`src/rtl/brew_executor.sv`:
```
// Brew sequencer: runs the requested phases T, W, F, M, O in fixed order, each for
// PHASE_CYCLES cycles, with abort and synchronous reset.
module brew_executor #(
    parameter int unsigned PHASE_CYCLES = 8
) (
    input  logic       clk,
    input  logic       rst,
    input  logic       cmd_valid,
    input  logic [4:0] cmd,
    input  logic       abort,
    output logic       cmd_ready,
    output logic       t_en,
    output logic       w_en,
    output logic       f_en,
    output logic       m_en,
    output logic       o_en,
    output logic       busy,
    output logic       done,
    output logic       aborted,
    output logic [2:0] phase
);

    typedef enum logic [2:0] {
        StIdle = 3'd0,
        StT    = 3'd1,
        StW    = 3'd2,
        StF    = 3'd3,
        StM    = 3'd4,
        StO    = 3'd5,
        StDone = 3'd6
    } state_e;

    localparam logic [7:0] LoadVal = 8'(PHASE_CYCLES - 1);

    state_e     state_q, state_d;
    logic [7:0] cnt_q, cnt_d;
    logic [4:0] cmd_q, cmd_d;
    logic       aborted_q, aborted_d;

    // First requested phase strictly after 'from'; DONE when none remain.
    function automatic state_e next_phase(input state_e from, input logic [4:0] req);
        state_e nxt;
        if (from < StT && req[4]) begin
            nxt = StT;
        end else if (from < StW && req[3]) begin
            nxt = StW;
        end else if (from < StF && req[2]) begin
            nxt = StF;
        end else if (from < StM && req[1]) begin
            nxt = StM;
        end else if (from < StO && req[0]) begin
            nxt = StO;
        end else begin
            nxt = StDone;
        end
        return nxt;
    endfunction

    always_comb begin
        state_d   = state_q;
        cnt_d     = cnt_q;
        cmd_d     = cmd_q;
        aborted_d = 1'b0;
        case (state_q)
            StIdle: begin
                if (cmd_valid) begin
                    cmd_d   = cmd;
                    state_d = next_phase(StIdle, cmd);
                    cnt_d   = LoadVal;
                end
            end
            StT, StW, StF, StM, StO: begin
                if (abort) begin
                    state_d   = StIdle;
                    cnt_d     = 8'd0;
                    aborted_d = 1'b1;
                end else if (cnt_q == 8'd0) begin
                    state_d = next_phase(state_q, cmd_q);
                    cnt_d   = LoadVal;
                end else begin
                    cnt_d = cnt_q - 8'd1;
                end
            end
            StDone:  state_d = StIdle;
            default: state_d = StIdle;
        endcase
    end

    always_ff @(posedge clk) begin
        if (rst) begin
            state_q   <= StIdle;
            cnt_q     <= 8'd0;
            cmd_q     <= 5'd0;
            aborted_q <= 1'b0;
        end else begin
            state_q   <= state_d;
            cnt_q     <= cnt_d;
            cmd_q     <= cmd_d;
            aborted_q <= aborted_d;
        end
    end

    assign cmd_ready = (state_q == StIdle);
    assign t_en      = (state_q == StT);
    assign w_en      = (state_q == StW);
    assign f_en      = (state_q == StF);
    assign m_en      = (state_q == StM);
    assign o_en      = (state_q == StO);
    assign busy      = (state_q != StIdle);
    assign done      = (state_q == StDone);
    assign aborted   = aborted_q;
    assign phase     = state_q;

endmodule

```
`config.mk`:
```
export PLATFORM = sky130hd
export DESIGN_NAME = brew_executor
export DESIGN_NICKNAME = d
export VERILOG_FILES = /design/src/rtl/brew_executor.sv
export SDC_FILE = /design/constraint.sdc
export NUM_CORES = 1
export LEC_CHECK = 0
export CAP_MARGIN = 40
export CELL_PAD_IN_SITES_DETAIL_PLACEMENT = 1
export CELL_PAD_IN_SITES_GLOBAL_PLACEMENT = 2
export CORE_MARGIN = 8
export CORE_UTILIZATION = 30
export DETAILED_ROUTE_END_ITERATION = 8
export GPL_ROUTABILITY_DRIVEN = 1
export GPL_TIMING_DRIVEN = 0
export PLACE_DENSITY_LB_ADDON = 0.1
export SLEW_MARGIN = 20
export SYNTH_ARGS = -nofsm -noshare
export SYNTH_HDL_FRONTEND = slang
export SYNTH_SLANG_ARGS = --single-unit
```
`constraint.sdc`:
```
create_clock -name clk -period 2.84 [get_ports clk]
set_clock_uncertainty 0.15 [all_clocks]
set_input_delay 0.568 -clock clk [delete_from_list [all_inputs] [get_ports clk]]
set_output_delay 0.568 -clock clk [all_outputs]
set_load 0.02 [all_outputs]
```
Word-level counts from Yosys, hierarchy flattened
Cells that the tools add are included.
{"block": "op_classes", "n_bitwise": 1, "n_mux": 19, "n_reduce_logical": 14, "eq_ne": 8, "add_sub_neg": 1, "order_cmp": 5}
{"operator": "$mux W3", "n": 9}
{"operator": "$mux W8", "n": 3}
{"operator": "$pmux W8 S2", "n": 1}
{"operator": "$eq A3 B3 Y1 const B", "n": 3}
{"operator": "$logic_not A8 Y1", "n": 1}
{"operator": "$mux W2", "n": 4}
{"operator": "$sub A8 B1 Y8 const B", "n": 1}
{"operator": "$eq A3 B2 Y1 const B", "n": 2}
{"operator": "$lt A3 B2 Y1 const B", "n": 2}
{"operator": "$lt A3 B3 Y1 const B", "n": 2}
{"operator": "$pmux W3 S2", "n": 1}
{"operator": "$reduce_and A2 Y1", "n": 3}
{"operator": "$logic_and A1 B1 Y1", "n": 5}
{"operator": "$reduce_or A5 Y1", "n": 1}
{"operator": "$eq A3 B1 Y1 const B", "n": 1}
{"operator": "$logic_not A3 Y1", "n": 1}
{"operator": "$lt A3 B1 Y1 const B", "n": 1}
{"operator": "$ne A3 B3 Y1 const B", "n": 1}
{"operator": "$reduce_bool A3 Y1", "n": 1}
{"operator": "$ne A2 B2 Y1 const B", "n": 1}
{"operator": "$reduce_bool A2 Y1", "n": 1}
{"operator": "$reduce_or A2 Y1", "n": 1}
{"operator": "$mux W1", "n": 1}
{"operator": "$not A1 Y1", "n": 1}
{"block": "totals", "out_inout_bits": 12, "reg_bits": 17}

Longest topological paths before layout
Gate-level depths: netlist of run 1.
{"block": "depth", "depth_word": 10, "depth_mapped": 7, "ltp_nobuf": 6}

Worst setup path before layout of run 1
Ideal clock, no wire load.
{"block": "synth_path", "path_type": "flip-flop to output port", "start": "reg state_q[2], in the netlist phase[2]", "end": "out m_en", "path_stages_with_launch": 4, "required_time_ns": 2.122, "arrival_time_ns": 1.412, "n_path_buf": 2, "path_slack_ns": 0.710, "path_cell_list": "dfxtp_1 -> buf_6 -> clkbuf_1 -> nor3b_1"}
{"block": "synth_via", "elab_chain_cells": 1}
{"element": "from (decl)", "line": "35", "source": "state_e state_q, state_d;"}
{"element": "from (signal assigned)", "line": "91", "source": "state_q <= StIdle;"}
{"element": "from (signal assigned)", "line": "96", "source": "state_q <= state_d;"}
{"element": "$eq A3 B3 Y1", "line": "107", "source": "assign m_en = (state_q == StM);"}
{"element": "to (decl)", "line": "15", "source": "output logic m_en,"}
Every way passes these cells.

Worst setup path after layout of run 1
{"block": "layout_path", "start": "reg state_q[1], in the netlist phase[1]", "end": "out w_en"}
{"block": "layout_via", "elab_chain_cells": 1}
{"element": "$eq A3 B2 Y1", "line": "105", "source": "assign w_en = (state_q == StW);"}
{"element": "to (decl)", "line": "13", "source": "output logic w_en,"}
Every way passes these cells.

==> run_results.csv, run 1 <==
group,metric,value,unit
worst_hold_path,min_from,"cnt_q[1]",
outcome,status,"completed",
placement,dp_hpwl,2068,um
floorplan,die-area,0.005329,mm^2
global_route,grt_pass1_wl,4498,um
logic_synthesis,synth_seq_area_share,32.86,%
cts,cts.path.max_buffers,2,
route,first_iter_violations,34,
route,ant_nets,0,
floorplan,die_w,73,um
critical_path,ff2ff_setup_slack,1.10,ns
placement,io_buffers,20,
floorplan,core_area,0.003078,mm^2
worst_hold_path,hp-class,"reg2reg",
cells_and_area,instances_no_fill,188,
cells_and_area,area_growth,29.65,%
worst_hold_path,hold_path_end,"cnt_q[1]",
critical_path,endpoint_kind,"primary output",
logic_synthesis,synth-seq-cells,16,
logic_synthesis,synth-edff-count,0,
cells_and_area,nets,156,
cells_and_area,layout_commonest_cell,"nor2_1",
placement,dp_cells,185,
logic_synthesis,yosys_most_used_dff,"dfxtp_1",
floorplan,io_pins,21,
critical_path,worstPathArrival,1.91,ns
cts,cts_tree,"done",
global_route,grt-ovfl-total,0,
critical_path,r2r-end,"cmd_q[1]",
timing,rsz0062_at_grt,"false",
cells_and_area,fillers,391,
floorplan,start_util,31.67,%
timing,relSlewSlack,71.77,%
critical_path,r2r-start,"phase[2]",
timing,fmax,380.2,MHz
critical_path,cp_max_fo,10,
cts,clock_sinks,16,
global_route,grt_pass1_vias,903,
pwr,peakVddDrop,401.4,uV
critical_path,r2r_cells,7,
pwr,p_per_area,1166,mW/mm^2
worst_hold_path,hold_path_depth,2,
timing,fin_crit,2.630,ns
global_route,grt_max_degree,11,
cells_and_area,layout_common_cells,"nor2_1 (28), clkdlybuf4s50_1 (20), dfxtp_1 (16)",
cells_and_area,utilization,41.06,%
global_route,grt_usage,10.76,%
cts,cts_inserted_buffers,3,
placement,gp_congestion,0.7652,
logic_synthesis,syn_avg_cell_area,8.055,um^2
logic_synthesis,yosys_warnings,0,
route,drt_wl_total,2587,um
pwr,cellLeakagePower,0.5013,nW
cts,clk_latency,0.29,ns
logic_synthesis,syn_area,974.7,um^2
global_route,antenna_found_initial,0,
pwr,power,0.001473,W
route,num_vias,914,
route,viasPerCell,4.862,
route,dr.pass1.iters,3,
timing,fin_setup_tns,0,ns
cts,cts_root_buffer,"clkbuf_4",
timing,final-max-slew-violation-count,0,
cells_and_area,drive_gt1_share,13.19,%
timing,period_share,92.60,%
logic_synthesis,synth_cells,121,
timing,hold_violations,0,
timing,setup_viol,0,
floorplan,placementRows,20,
critical_path,cp.required,2.12,ns
route,post_drt_wl_per_cell,13.76,um
cts,clkTransAtPathRegs,0.11,ns
critical_path,worst-setup-path-type,"reg2out",
floorplan,fp.dieH,73,um
route,drc,0,
timing,worst_pin_slew,0.4199,ns
critical_path,start_kind,"flop",
cts,cts_hold_buffers,0,
logic_synthesis,syn-num-nets,132,
flow_run,cap_viol_max_count,0,
cts,htree_levels,1,
logic_synthesis,synthArstFlopShare,0,%
logic_synthesis,synth_cell_types,36,
cells_and_area,antennaDiodeCount,0,
critical_path,crit_start,"phase[1]",
==> through the flow <==
step	hold WS (ns)	setup slack, ns	instance area, um^2
2_1_floorplan	0.3161	0.7103	974.7
3_3_place_gp	0.3437	0.4234	1230
3_5_place_dp	0.3632	0.3854	1230
4_1_cts	0.3799	0.05718	1266
5_1_grt	0.4021	0.06757	1264
6_report	0.3701	0.2101	1264
==> cells by family (layout without fill, tap and decap cells) <==
group	count (synthesis)	in the layout	share of synthesized area (%)
adders and majority gates	2	2	2.567
and+or+nand+nor	65	65	35.43
muxes	4	4	4.108
buffers and inverters	10	33	5.648
xor gates and xnor gates	6	6	5.391
AOI/OAI and AO/OA	18	18	13.99
DFF	16	16	32.86
==> cell usage after synthesis (3+ instances only) <==
cell type / number / area [um^2]
nand3_1: 3 / 15.01
inv_1: 3 / 11.26
nand2b_1: 4 / 25.02
nor3b_1: 5 / 37.54
nor3_1: 8 / 40.04
o21ai_0: 3 / 15.01
a21oi_1: 5 / 25.02
mux2i_1: 4 / 40.04
xor2_1: 5 / 43.79
nor2_1: 28 / 105.1
dfxtp_1: 16 / 320.3
clkbuf_1: 3 / 11.26
nand2_1: 6 / 22.52
==> final cells by class <==
class / count / area [um^2] / area share [%]
Sequential cell: 16 / 320.3 / 25.35
Timing Repair Buffer: 20 / 200.2 / 15.84
Clock buffer: 4 / 36.28 / 2.871
Multi-Input combinational cell: 95 / 599.3 / 47.43
Inverter: 4 / 20.02 / 1.584
Tap cell: 44 / 55.05 / 4.356
Buffer: 5 / 32.53 / 2.574
==> repair_timing <==
item / 4_1_cts / 5_1_grt
endpoints found under the hold margin: 0 / 0
resized for setup: 0 / 2
buffers inserted: 0 / 0
setup endpoints to repair: 0 / 4
==> worst max-delay path: stages (launching register included) <==
cell,delay (ns)
dfxtp_1,0.49
clkbuf_2,0.29
nor3b_1,0.21
clkdlybuf4s50_1,0.63
==> sequential cells by signal, summed over array words and instances, names as in the netlist <==
signal	flops
aborted	1
cmd_q	4
cnt_q	8
phase	3
==> report_power, final <==
part	internal, W	switching, W	total, W
logic	0.000413	0.000517	0.000930
registers	0.000302	0.0000841	0.000386
clock network	0.0000781	0.0000793	0.000157
==> worst max path at each step <==
stage / end / cells after the start
floorplan: m_en / 3
detailed placement: w_en / 3
finish: w_en / 3
global route: w_en / 3
CTS: w_en / 3
global placement: w_en / 3
==> per-layer routing <==
layer	part of all wire (%)	up-vias	GRT usage [%]
met5	0	-	0
met4	1.0	0	3.556
met3	5.8	4	3.846
met2	43	19	15.09
met1	50	431	14.59
li1	-	460	-
No activity file was read; power rests on OpenSTA's default activity.
==> inputs of run 2 (changes only) <==
GPL_TIMING_DRIVEN = unset   (was 0)
==> run 2 against run 1 <==
  * Power fell by 1.9%
  * Routed wire length fell by 0.93%
  * Utilization fell by 1.1 points
  * Non-clock buffer count fell by 5
  * Clock-buffer cell count did not move
  * Sequential power rose by 12%
  * Flip-flop and latch count did not move
  * Die area did not move
  * Register-to-register slack got worse by 0.16 ns
  * Final area fell by 2.6%
==> run_results.csv, run 2 (synthesized netlist as in run 1, its figures left out) <==
group,metric,value,unit
outcome,status,"completed",
route,drc,0,
global_route,grt_max_degree,20,
timing,fin_crit,2.697,ns
route,first_iter_violations,29,
worst_hold_path,min_from,"cnt_q[1]",
cts,clkTransAtPathRegs,0.11,ns
pwr,cellLeakagePower,0.4796,nW
pwr,comb_power_share,59.0,%
cells_and_area,instances_no_fill,183,
pwr,p_sw,0.0006783,W
worst_hold_path,hold_path_depth,2,
flow_run,cap_viol_max_count,0,
pwr,sw_frac_of_total,46.93,%
worst_hold_path,hp-class,"reg2reg",
route,ant_nets,0,
pwr,p_int,0.0007670,W
timing,fmax,370.8,MHz
floorplan,die-area,0.005329,mm^2
route,num_vias,891,
floorplan,fp.dieH,73,um
placement,gp_congestion,0.7503,
global_route,grt_pass1_wl,4229,um
cells_and_area,regMostFlops,"cnt_q",
global_route,grt_usage,9.885,%
critical_path,r2r-start,"phase[2]",
route,post_drt_wl_per_cell,14.01,um
route,viasPerCell,4.869,
cts,cts.path.max_buffers,2,
critical_path,worstPathArrival,1.98,ns
timing,final-max-slew-violation-count,0,
floorplan,start_util,31.67,%
timing,hold_violations,0,
cells_and_area,antennaDiodeCount,0,
critical_path,worst-setup-path-type,"reg2out",
floorplan,core_area,0.003078,mm^2
cts,cts_tree,"done",
cells_and_area,drive_gt1_share,10.79,%
cells_and_area,nets,151,
floorplan,io_pins,21,
cells_and_area,layout_commonest_cell,"nor2_1",
cts,ctsResizeCount,0,
timing,setup_viol,0,
critical_path,cp.required,2.12,ns
pwr,power_frac_seq,29.8,%
cts,htree_levels,1,
cts,clk_latency,0.30,ns
floorplan,placementRows,20,
timing,relSlewSlack,59.14,%
critical_path,ff2ff_setup_slack,0.94,ns
cells_and_area,area_growth,26.32,%
worst_hold_path,hold_path_end,"cnt_q[1]",
timing,rsz0062_at_grt,"false",
cts,cts_hold_buffers,0,
global_route,grt_pass1_vias,883,
pwr,p_per_area,1174,mW/mm^2
placement,dp_hpwl,1894,um
cts,cts_setup_buffers,0,
route,dr.pass1.iters,4,
timing,period_share,94.97,%
route,drt_wl_total,2563,um
timing,fin_setup_tns,0,ns
critical_path,r2r_cells,4,
cts,cts_inserted_buffers,3,
placement,io_buffers,20,
pwr,peakVddDrop,463.1,uV
cells_and_area,largest_register_ffs,8,
pwr,p_clk_share,11.2,%
critical_path,cp_max_fo,19,
cells_and_area,utilization,40.00,%
timing,worst_pin_slew,0.6120,ns
floorplan,die_w,73,um
placement,dp_cells,179,
cells_and_area,fillers,390,
global_route,antenna_found_initial,0,
cells_and_area,layout_common_cells,"nor2_1 (28), clkdlybuf4s50_1 (20), dfxtp_1 (16)",
cts,clock_sinks,16,
critical_path,endpoint_kind,"primary output",
cts,cts_root_buffer,"clkbuf_4",
critical_path,start_kind,"flop",
critical_path,r2r-end,"cnt_q[5]",
global_route,grt-ovfl-total,0,
==> run 2: cell count changes in the layout (fill, tap and decap cells not counted) <==
cell,before,now
buf_2,1,0
buf_4,1,0
buf_6,1,0
clkbuf_1,1,0
clkbuf_2,1,0
==> run 2: worst max-delay path, cell delays in order, from the launching register on <==
cell	delay, ns
dfxtp_1	0.51
or3_4	0.46
inv_6	0.09
clkdlybuf4s50_1	0.61
==> run 2: worst max-delay path by stage <==
| stage | from | endpoint | cells after the start |
|---|---|---|---|
| final | phase[2] | cmd_ready | 3 |
| after global routing | phase[2] | cmd_ready | 3 |
| after CTS | phase[2] | cmd_ready | 3 |
| after detailed placement | phase[2] | cmd_ready | 3 |
| after global placement | phase[1] | cmd_ready | 3 |
| after floorplan | phase[2] | m_en | 3 |
==> run 2: power groups by stage <==
stage | Clock (W) | Sequential (W) | Combinational (W)
after floorplan | 0 | 0.000393 | 0.000660
after global placement | 0 | 0.000431 | 0.000849
after detailed placement | 0 | 0.000437 | 0.000854
after CTS | 0.000166 | 0.000432 | 0.000862
after global routing | 0.000176 | 0.000449 | 0.000939
final | 0.000162 | 0.000431 | 0.000852
==> run 2: layout make-up <==
cell class                      instances  area [um^2]  area share, %
Clock buffer                            4        36.28          2.947
Inverter                                4        20.02          1.626
Multi-Input combinational cell         95        599.3          48.68
Sequential cell                        16        320.3          26.02
Tap cell                               44        55.05          4.472
Timing Repair Buffer                   20        200.2          16.26
==> run 2: through the flow <==
step | total power (W) | hold slack [ns] | setup WS (ns) | cell area [um^2]
6_report | 0.001445 | 0.3713 | 0.1430 | 1231
5_1_grt | 0.001564 | 0.4262 | 0.05609 | 1231
4_1_cts | 0.001460 | 0.3769 | 0.1385 | 1231
3_5_place_dp | 0.001291 | 0.3605 | 0.4832 | 1195
3_3_place_gp | 0.001279 | 0.3488 | 0.5049 | 1195
2_1_floorplan | 0.001053 | 0.3161 | 0.7103 | 974.7
==> run 2: metal layers <==
layer  global-route usage, %  vias up  routed length, um
met5                       0        -                  0
met4                   2.667        0                 13
met3                   3.846        2                172
met2                   13.80       23               1034
met1                   13.49      418               1342
li1                        -      448                  -
